==> src/rtl/quad_decoder_bcd_pkg.sv <==
// Shared types and Gray-code helpers for the quadrature decoder / BCD counter.
package quad_pkg;

    // Encoder channel pair, packed as {A, B}
    typedef logic [1:0] quad_state_t;

    // One packed-BCD digit, always 0..9
    typedef logic [3:0] bcd_digit_t;

    // Result of comparing the previous and the new filtered pair
    typedef enum logic [1:0] {
        STEP_NONE = 2'd0,
        STEP_UP   = 2'd1,
        STEP_DN   = 2'd2,
        STEP_ERR  = 2'd3
    } step_t;

    localparam quad_state_t QUAD_00 = 2'b00;
    localparam quad_state_t QUAD_01 = 2'b01;
    localparam quad_state_t QUAD_11 = 2'b11;
    localparam quad_state_t QUAD_10 = 2'b10;

    localparam bcd_digit_t BCD_MIN = 4'd0;
    localparam bcd_digit_t BCD_MAX = 4'd9;

    // Next pair when turning up: 00 -> 01 -> 11 -> 10 -> 00
    function automatic quad_state_t gray_next_up(input quad_state_t s);
        quad_state_t n;
        case (s)
            QUAD_00: n = QUAD_01;
            QUAD_01: n = QUAD_11;
            QUAD_11: n = QUAD_10;
            default: n = QUAD_00;
        endcase
        return n;
    endfunction

    // Next pair when turning down: reverse of the up sequence
    function automatic quad_state_t gray_next_dn(input quad_state_t s);
        quad_state_t n;
        case (s)
            QUAD_00: n = QUAD_10;
            QUAD_10: n = QUAD_11;
            QUAD_11: n = QUAD_01;
            default: n = QUAD_00;
        endcase
        return n;
    endfunction

endpackage

==> src/rtl/quad_decoder_bcd_digit.sv <==
// One registered BCD up/down digit with combinational carry/borrow out.
module bcd_updown_digit
    import quad_pkg::*;
#(
    parameter logic [3:0] INIT_DIGIT = 4'd0
) (
    input  logic       i_clk,
    input  logic       rst_n,
    input  logic       i_clear,
    input  logic       i_inc,
    input  logic       i_dec,
    output logic [3:0] o_digit,
    output logic       o_carry,
    output logic       o_borrow
);

    bcd_digit_t digit;

    assign o_digit  = digit;
    assign o_carry  = i_inc && (digit == BCD_MAX);
    assign o_borrow = i_dec && (digit == BCD_MIN);

    // Digit register: clear loads the init value, otherwise wrap 9<->0
    always_ff @(posedge i_clk or negedge rst_n) begin
        if (!rst_n) begin
            digit <= INIT_DIGIT;
        end else if (i_clear) begin
            digit <= INIT_DIGIT;
        end else if (i_inc) begin
            digit <= (digit == BCD_MAX) ? BCD_MIN : digit + 4'd1;
        end else if (i_dec) begin
            digit <= (digit == BCD_MIN) ? BCD_MAX : digit - 4'd1;
        end
    end

endmodule

==> src/rtl/quad_decoder_bcd.sv <==
// Quadrature encoder decoder: synchronise, debounce on sample ticks,
// decode Gray transitions and accumulate into a 4-digit BCD counter.
module quad_decoder_bcd
    import quad_pkg::*;
#(
    parameter int unsigned FILTER_LEN = 4,
    parameter bit          X4_MODE    = 1'b1,
    parameter logic [15:0] INIT_BCD   = 16'h0000
) (
    input  logic        i_clk,
    input  logic        rst_n,
    input  logic        i_quad_a,
    input  logic        i_quad_b,
    input  logic        i_sample_en,
    input  logic        i_clear,
    output logic [15:0] o_bcd,
    output logic        o_step,
    output logic        o_dir,
    output logic        o_err
);

    localparam logic [3:0] FLT_LAST = 4'(FILTER_LEN - 1);

    quad_state_t meta_ab;
    quad_state_t sync_ab;
    quad_state_t filt_ab;
    quad_state_t prev_ab;
    logic [3:0]  flt_cnt;
    step_t       step_c;
    step_t       step_q;
    logic        count_up;
    logic        count_dn;
    logic [4:0]  inc_chain;
    logic [4:0]  dec_chain;
    logic        wrap_unused;
    logic        step_r;
    logic        dir_r;
    logic        err_r;

    // Two-flop synchroniser on both encoder channels
    always_ff @(posedge i_clk or negedge rst_n) begin
        if (!rst_n) begin
            meta_ab <= '0;
            sync_ab <= '0;
        end else begin
            meta_ab <= {i_quad_a, i_quad_b};
            sync_ab <= meta_ab;
        end
    end

    // Debounce: a new pair must differ on FILTER_LEN consecutive ticks
    always_ff @(posedge i_clk or negedge rst_n) begin
        if (!rst_n) begin
            filt_ab <= '0;
            flt_cnt <= '0;
        end else if (i_sample_en) begin
            if (sync_ab == filt_ab) begin
                flt_cnt <= '0;
            end else if (flt_cnt == FLT_LAST) begin
                filt_ab <= sync_ab;
                flt_cnt <= '0;
            end else begin
                flt_cnt <= flt_cnt + 4'd1;
            end
        end
    end

    // Classify the filtered transition; x1 mode counts only entry into 00
    always_comb begin
        step_c = STEP_NONE;
        if (filt_ab != prev_ab) begin
            if (filt_ab == gray_next_up(prev_ab)) begin
                if (X4_MODE || (filt_ab == QUAD_00)) step_c = STEP_UP;
            end else if (filt_ab == gray_next_dn(prev_ab)) begin
                if (X4_MODE || (filt_ab == QUAD_00)) step_c = STEP_DN;
            end else begin
                step_c = STEP_ERR;
            end
        end
    end

    // Decoder register: remember the last filtered pair and the step found
    always_ff @(posedge i_clk or negedge rst_n) begin
        if (!rst_n) begin
            prev_ab <= '0;
            step_q  <= STEP_NONE;
        end else begin
            prev_ab <= filt_ab;
            step_q  <= step_c;
        end
    end

    // Clear wins over a step arriving in the same cycle
    assign count_up = (step_q == STEP_UP) && !i_clear;
    assign count_dn = (step_q == STEP_DN) && !i_clear;

    assign inc_chain[0] = count_up;
    assign dec_chain[0] = count_dn;

    genvar k;
    generate
        for (k = 0; k < 4; k++) begin : g_digit
            bcd_updown_digit #(
                .INIT_DIGIT (INIT_BCD[4*k +: 4])
            ) u_digit (
                .i_clk    (i_clk),
                .rst_n    (rst_n),
                .i_clear  (i_clear),
                .i_inc    (inc_chain[k]),
                .i_dec    (dec_chain[k]),
                .o_digit  (o_bcd[4*k +: 4]),
                .o_carry  (inc_chain[k+1]),
                .o_borrow (dec_chain[k+1])
            );
        end
    endgenerate

    // Carry/borrow out of the thousands digit is the 9999<->0000 wrap;
    // nothing downstream needs it.
    assign wrap_unused = inc_chain[4] | dec_chain[4];

    // Step pulse, direction and sticky error, aligned with the digit update
    always_ff @(posedge i_clk or negedge rst_n) begin
        if (!rst_n) begin
            step_r <= 1'b0;
            dir_r  <= 1'b1;
            err_r  <= 1'b0;
        end else begin
            step_r <= count_up | count_dn;
            if (count_up) begin
                dir_r <= 1'b1;
            end else if (count_dn) begin
                dir_r <= 1'b0;
            end
            if (i_clear) begin
                err_r <= 1'b0;
            end else if (step_q == STEP_ERR) begin
                err_r <= 1'b1;
            end
        end
    end

    assign o_step = step_r;
    assign o_dir  = dir_r;
    assign o_err  = err_r;

endmodule

==> config.mk <==
export PLATFORM = sky130hd
export DESIGN_NAME = quad_decoder_bcd
export DESIGN_NICKNAME = d
export VERILOG_FILES = /design/src/rtl/quad_decoder_bcd_pkg.sv /design/src/rtl/quad_decoder_bcd_digit.sv /design/src/rtl/quad_decoder_bcd.sv
export SDC_FILE = /design/constraint.sdc
export NUM_CORES = 1
export LEC_CHECK = 0
export CAP_MARGIN = 20
export CORE_MARGIN = 2
export CORE_UTILIZATION = 58
export CTS_BUF_LIST = sky130_fd_sc_hd__clkbuf_2 sky130_fd_sc_hd__clkbuf_4 sky130_fd_sc_hd__clkbuf_8
export DETAILED_ROUTE_END_ITERATION = 16
export HOLD_SLACK_MARGIN = 0.12
export PLACE_DENSITY = 0.88
export RECOVER_POWER = 50
export SLEW_MARGIN = 20
export SYNTH_ARGS = -nofsm -noshare
export SYNTH_HDL_FRONTEND = slang
export SYNTH_SLANG_ARGS = --single-unit
==> constraint.sdc <==
create_clock -name i_clk -period 2.55 [get_ports i_clk]
set_input_delay 0.51 -clock i_clk [delete_from_list [all_inputs] [get_ports i_clk]]
set_output_delay 0.51 -clock i_clk [all_outputs]
set_load 0.1 [all_outputs]
==> results.md <==
- Top cell type by total area after synthesis: dfrtp_1
- Post-synth top cells: 32 x dfrtp_1, 18 x nor2_1, 17 x o21ai_0, 16 x ha_1
- CTS tree: done
- CTS Buffer Depth: 2
- Clk slew on worst S/H paths: roughly 0.10 ns
- GR Overflow Total: 0
- Max-cap violations: 0
- Clock Latency Late Sink: 0.34 ns
- Highest routed layer: met4
- Die H: approximately 65 microns
- Synth warnings: 0
- I/O Pins: 25
- Synth area leaders: dfrtp_1 38%, ha_1 9.4%, o21ai_0 4.0%
- Most common cell in the netlist: dfrtp_1
- RSZ-0062 raised after global routing: false
- CP Capture Type: flip-flop
- Critical Path AT: approximately 2.7 ns
- Nets: 290
- Max VDD drop: 0.6315 mV
- GPL Wtd Cong: slightly above 0.9
- Setup TNS: 0 ns
- Worst hold slack: 0.3593 ns
- CTS Buf Count: 5
- CP startpoint kind: flip-flop
- FP Rows: 21
- Post-layout min period: 2.410 ns
- Synth Cell Area: ~2100 sq um
- Core Area: ~3400 sq um
- Via count: 1,941
- Met2 routed WL: approximately 2.4 mm
- Vias per Instance: a little over 6
- Post-synth EDFFs: 0
- Total leakage power: around 1.1 nW
- Clk_skew: slightly above 0.01 ns
- DRC: 0
- Chip Width: 64.52 microns
- Required time of the worst setup path: 2.80 ns
- Number of global-route vias before repair: 1,866
- Die Area: around 4200 sq um
- Hold_buf cts: 0
- Global-route wire length before repair: between 8 and 9 mm
- Total Power: roughly 0.003 W
- CTS HTree Levels: 2
- Total GRT Usage: around 25%
- Largest net degree at the start of global routing: 34
- Port-buffer cells: 24
- CTS Sinks: 33
- Status: complete, no violations
- Predominant post-synthesis flop cell: dfrtp_1
- Final Hold Fails: 0
- Sequential area share after synthesis: between 30% and 40%
- Slew Viols, Final: 0
- Top cell type's share of synthesized area: between 30% and 40%
- Area Overhead vs Synth: 19.73%
- Antenna viol nets, final: 0
- Yosys reg bits: 33
- Final Cycle Share: between 90% and 100%
- Hpwl dp: ~3.4 mm
- Met1 wire length: 2.094 mm
- Max FO, Critical Path: 6
- Hold Path Class: reg -> reg
- DR WL/cell: ~15 microns
- Share of post-route cells with drive strength above 1: between 20 and 25%
- Synthesized area per cell: 9.157 sq um
- Setup CP Type: reg -> reg
- Starting Density: 62.20%
- Worst Max-Slew Pin Slew: slightly above 0.4 ns
- CTS Root Cell: clkbuf_4
- Max frequency: ~420 MHz
- Post-synth ARST share: between 90% and 100%
- Yosys cell types: 54
- Post-cts sizing count: 0
- Total wire length: just under 5 mm
- Power Density: roughly 1200 nW/um^2
- Post-CTS Setup Inserts: 0
- Initial antenna violation count: 0
- WL met3: roughly 260 microns
- # setup viols final: 0
- ANT cells: 0
- Util after Layout: between 70% and 80%
- Worst rel slew slack: 73.01%
- Syn nets: 254
- Drt pass-1 iters: 4
- Detailed Route Iter0 Violations: around 190
- Cells after Synth: 232
[path summary, 6_finish.rpt]
kind                       slack (ns)  cells past startpoint                                   endpoint                                       from
setup / recovery                 0.14                      7  g_digit[2].u_digit.o_digit[2]$_DFFE_PN0P_  g_digit[1].u_digit.o_digit[1]$_DFFE_PN0P_
hold / removal                   0.36                      0                       sync_ab[1]$_DFF_PN0_                       meta_ab[1]$_DFF_PN0_
setup reg to reg                 0.14                      7  g_digit[2].u_digit.o_digit[2]$_DFFE_PN0P_  g_digit[1].u_digit.o_digit[1]$_DFFE_PN0P_
hold reg to reg                  0.36                      0                       sync_ab[1]$_DFF_PN0_                       meta_ab[1]$_DFF_PN0_
max in group asynchronous        1.60                      2                          o_dir$_DFFE_PN1P_                                      rst_n
min in group asynchronous        0.63                      2  g_digit[1].u_digit.o_digit[1]$_DFFE_PN0P_                                      rst_n
[stage by stage]
stage	std cells	cell area (sq um)	setup WS, ns
4_1_cts	315	2539	0.08739
2_1_floorplan	232	2132	-0.01427
3_5_place_dp	307	2450	-0.005765
5_1_grt	315	2544	0.04490
6_report	315	2544	0.1404
3_3_place_gp	307	2450	0.06422
[power by group]
| group | switching (W) | internal (W) | leakage [nW] |
|---|---|---|---|
| clock network | 0.000179 | 0.000245 | 0.0489 |
| registers | 0.000229 | 0.000682 | 0.415 |
| logic | 0.00115 | 0.000514 | 0.644 |
[area by class of cell]
class | count | area (sq um)
Clock inverter | 1 | 30.03
Multi-Input combinational cell | 176 | 1216
Tap cell | 46 | 57.56
Fill cell | 248 | 872.1
Clock buffer | 7 | 58.81
Timing Repair Buffer | 37 | 290.3
Inverter | 15 | 56.30
Sequential cell | 33 | 834.6
[per-layer routing]
layer / vias up / GRT usage, %
met5: - / 0
met4: 0 / 13.30
met3: 12 / 4.167
met2: 68 / 42.19
met1: 933 / 31.29
li1: 928 / -
[registers in the layout, summed over array words and instances, names as in the netlist, 2 cells and up]
register,flops
filt_ab,2
flt_cnt,4
g_digit.u_digit.o_digit,16
meta_ab,2
prev_ab,2
step_q,2
sync_ab,2
[cell usage in the layout (no fill, tap or decap), types with 3 or more instances in the layout]
cell type and instances:
buf_4 32, dfrtp_1 26, nor2_1 18, o21ai_0 17
ha_1 16, inv_1 15, nand2_1 15, a21oi_1 14
nand2b_1 7, nand3_1 7, nand3b_1 6, a211oi_1 6
clkbuf_4 6, dfrtp_2 6, mux2i_1 5, nor3b_1 5
nor3_1 5, o21ai_1 4, o31ai_1 3, dlygate4sd3_1 3
[cells by family after synthesis]
logic type      share of synthesized area (%)
mux                                     3.416
fa+ha+maj                               9.423
simple gates                            22.44
compound gates                          20.50
xor+xnor                                1.237
buf+inv                                 4.063
flops                                   38.93
[critical path, cell delays in order (launching register included)]
cell,delay [ns]
dfrtp_2,0.45
inv_1,0.15
ha_1,0.23
or3b_2,0.54
nor3_2,0.19
nor3_2,0.07
or4_1,0.48
a211oi_1,0.21
No activity file was read; power rests on OpenSTA's default activity.
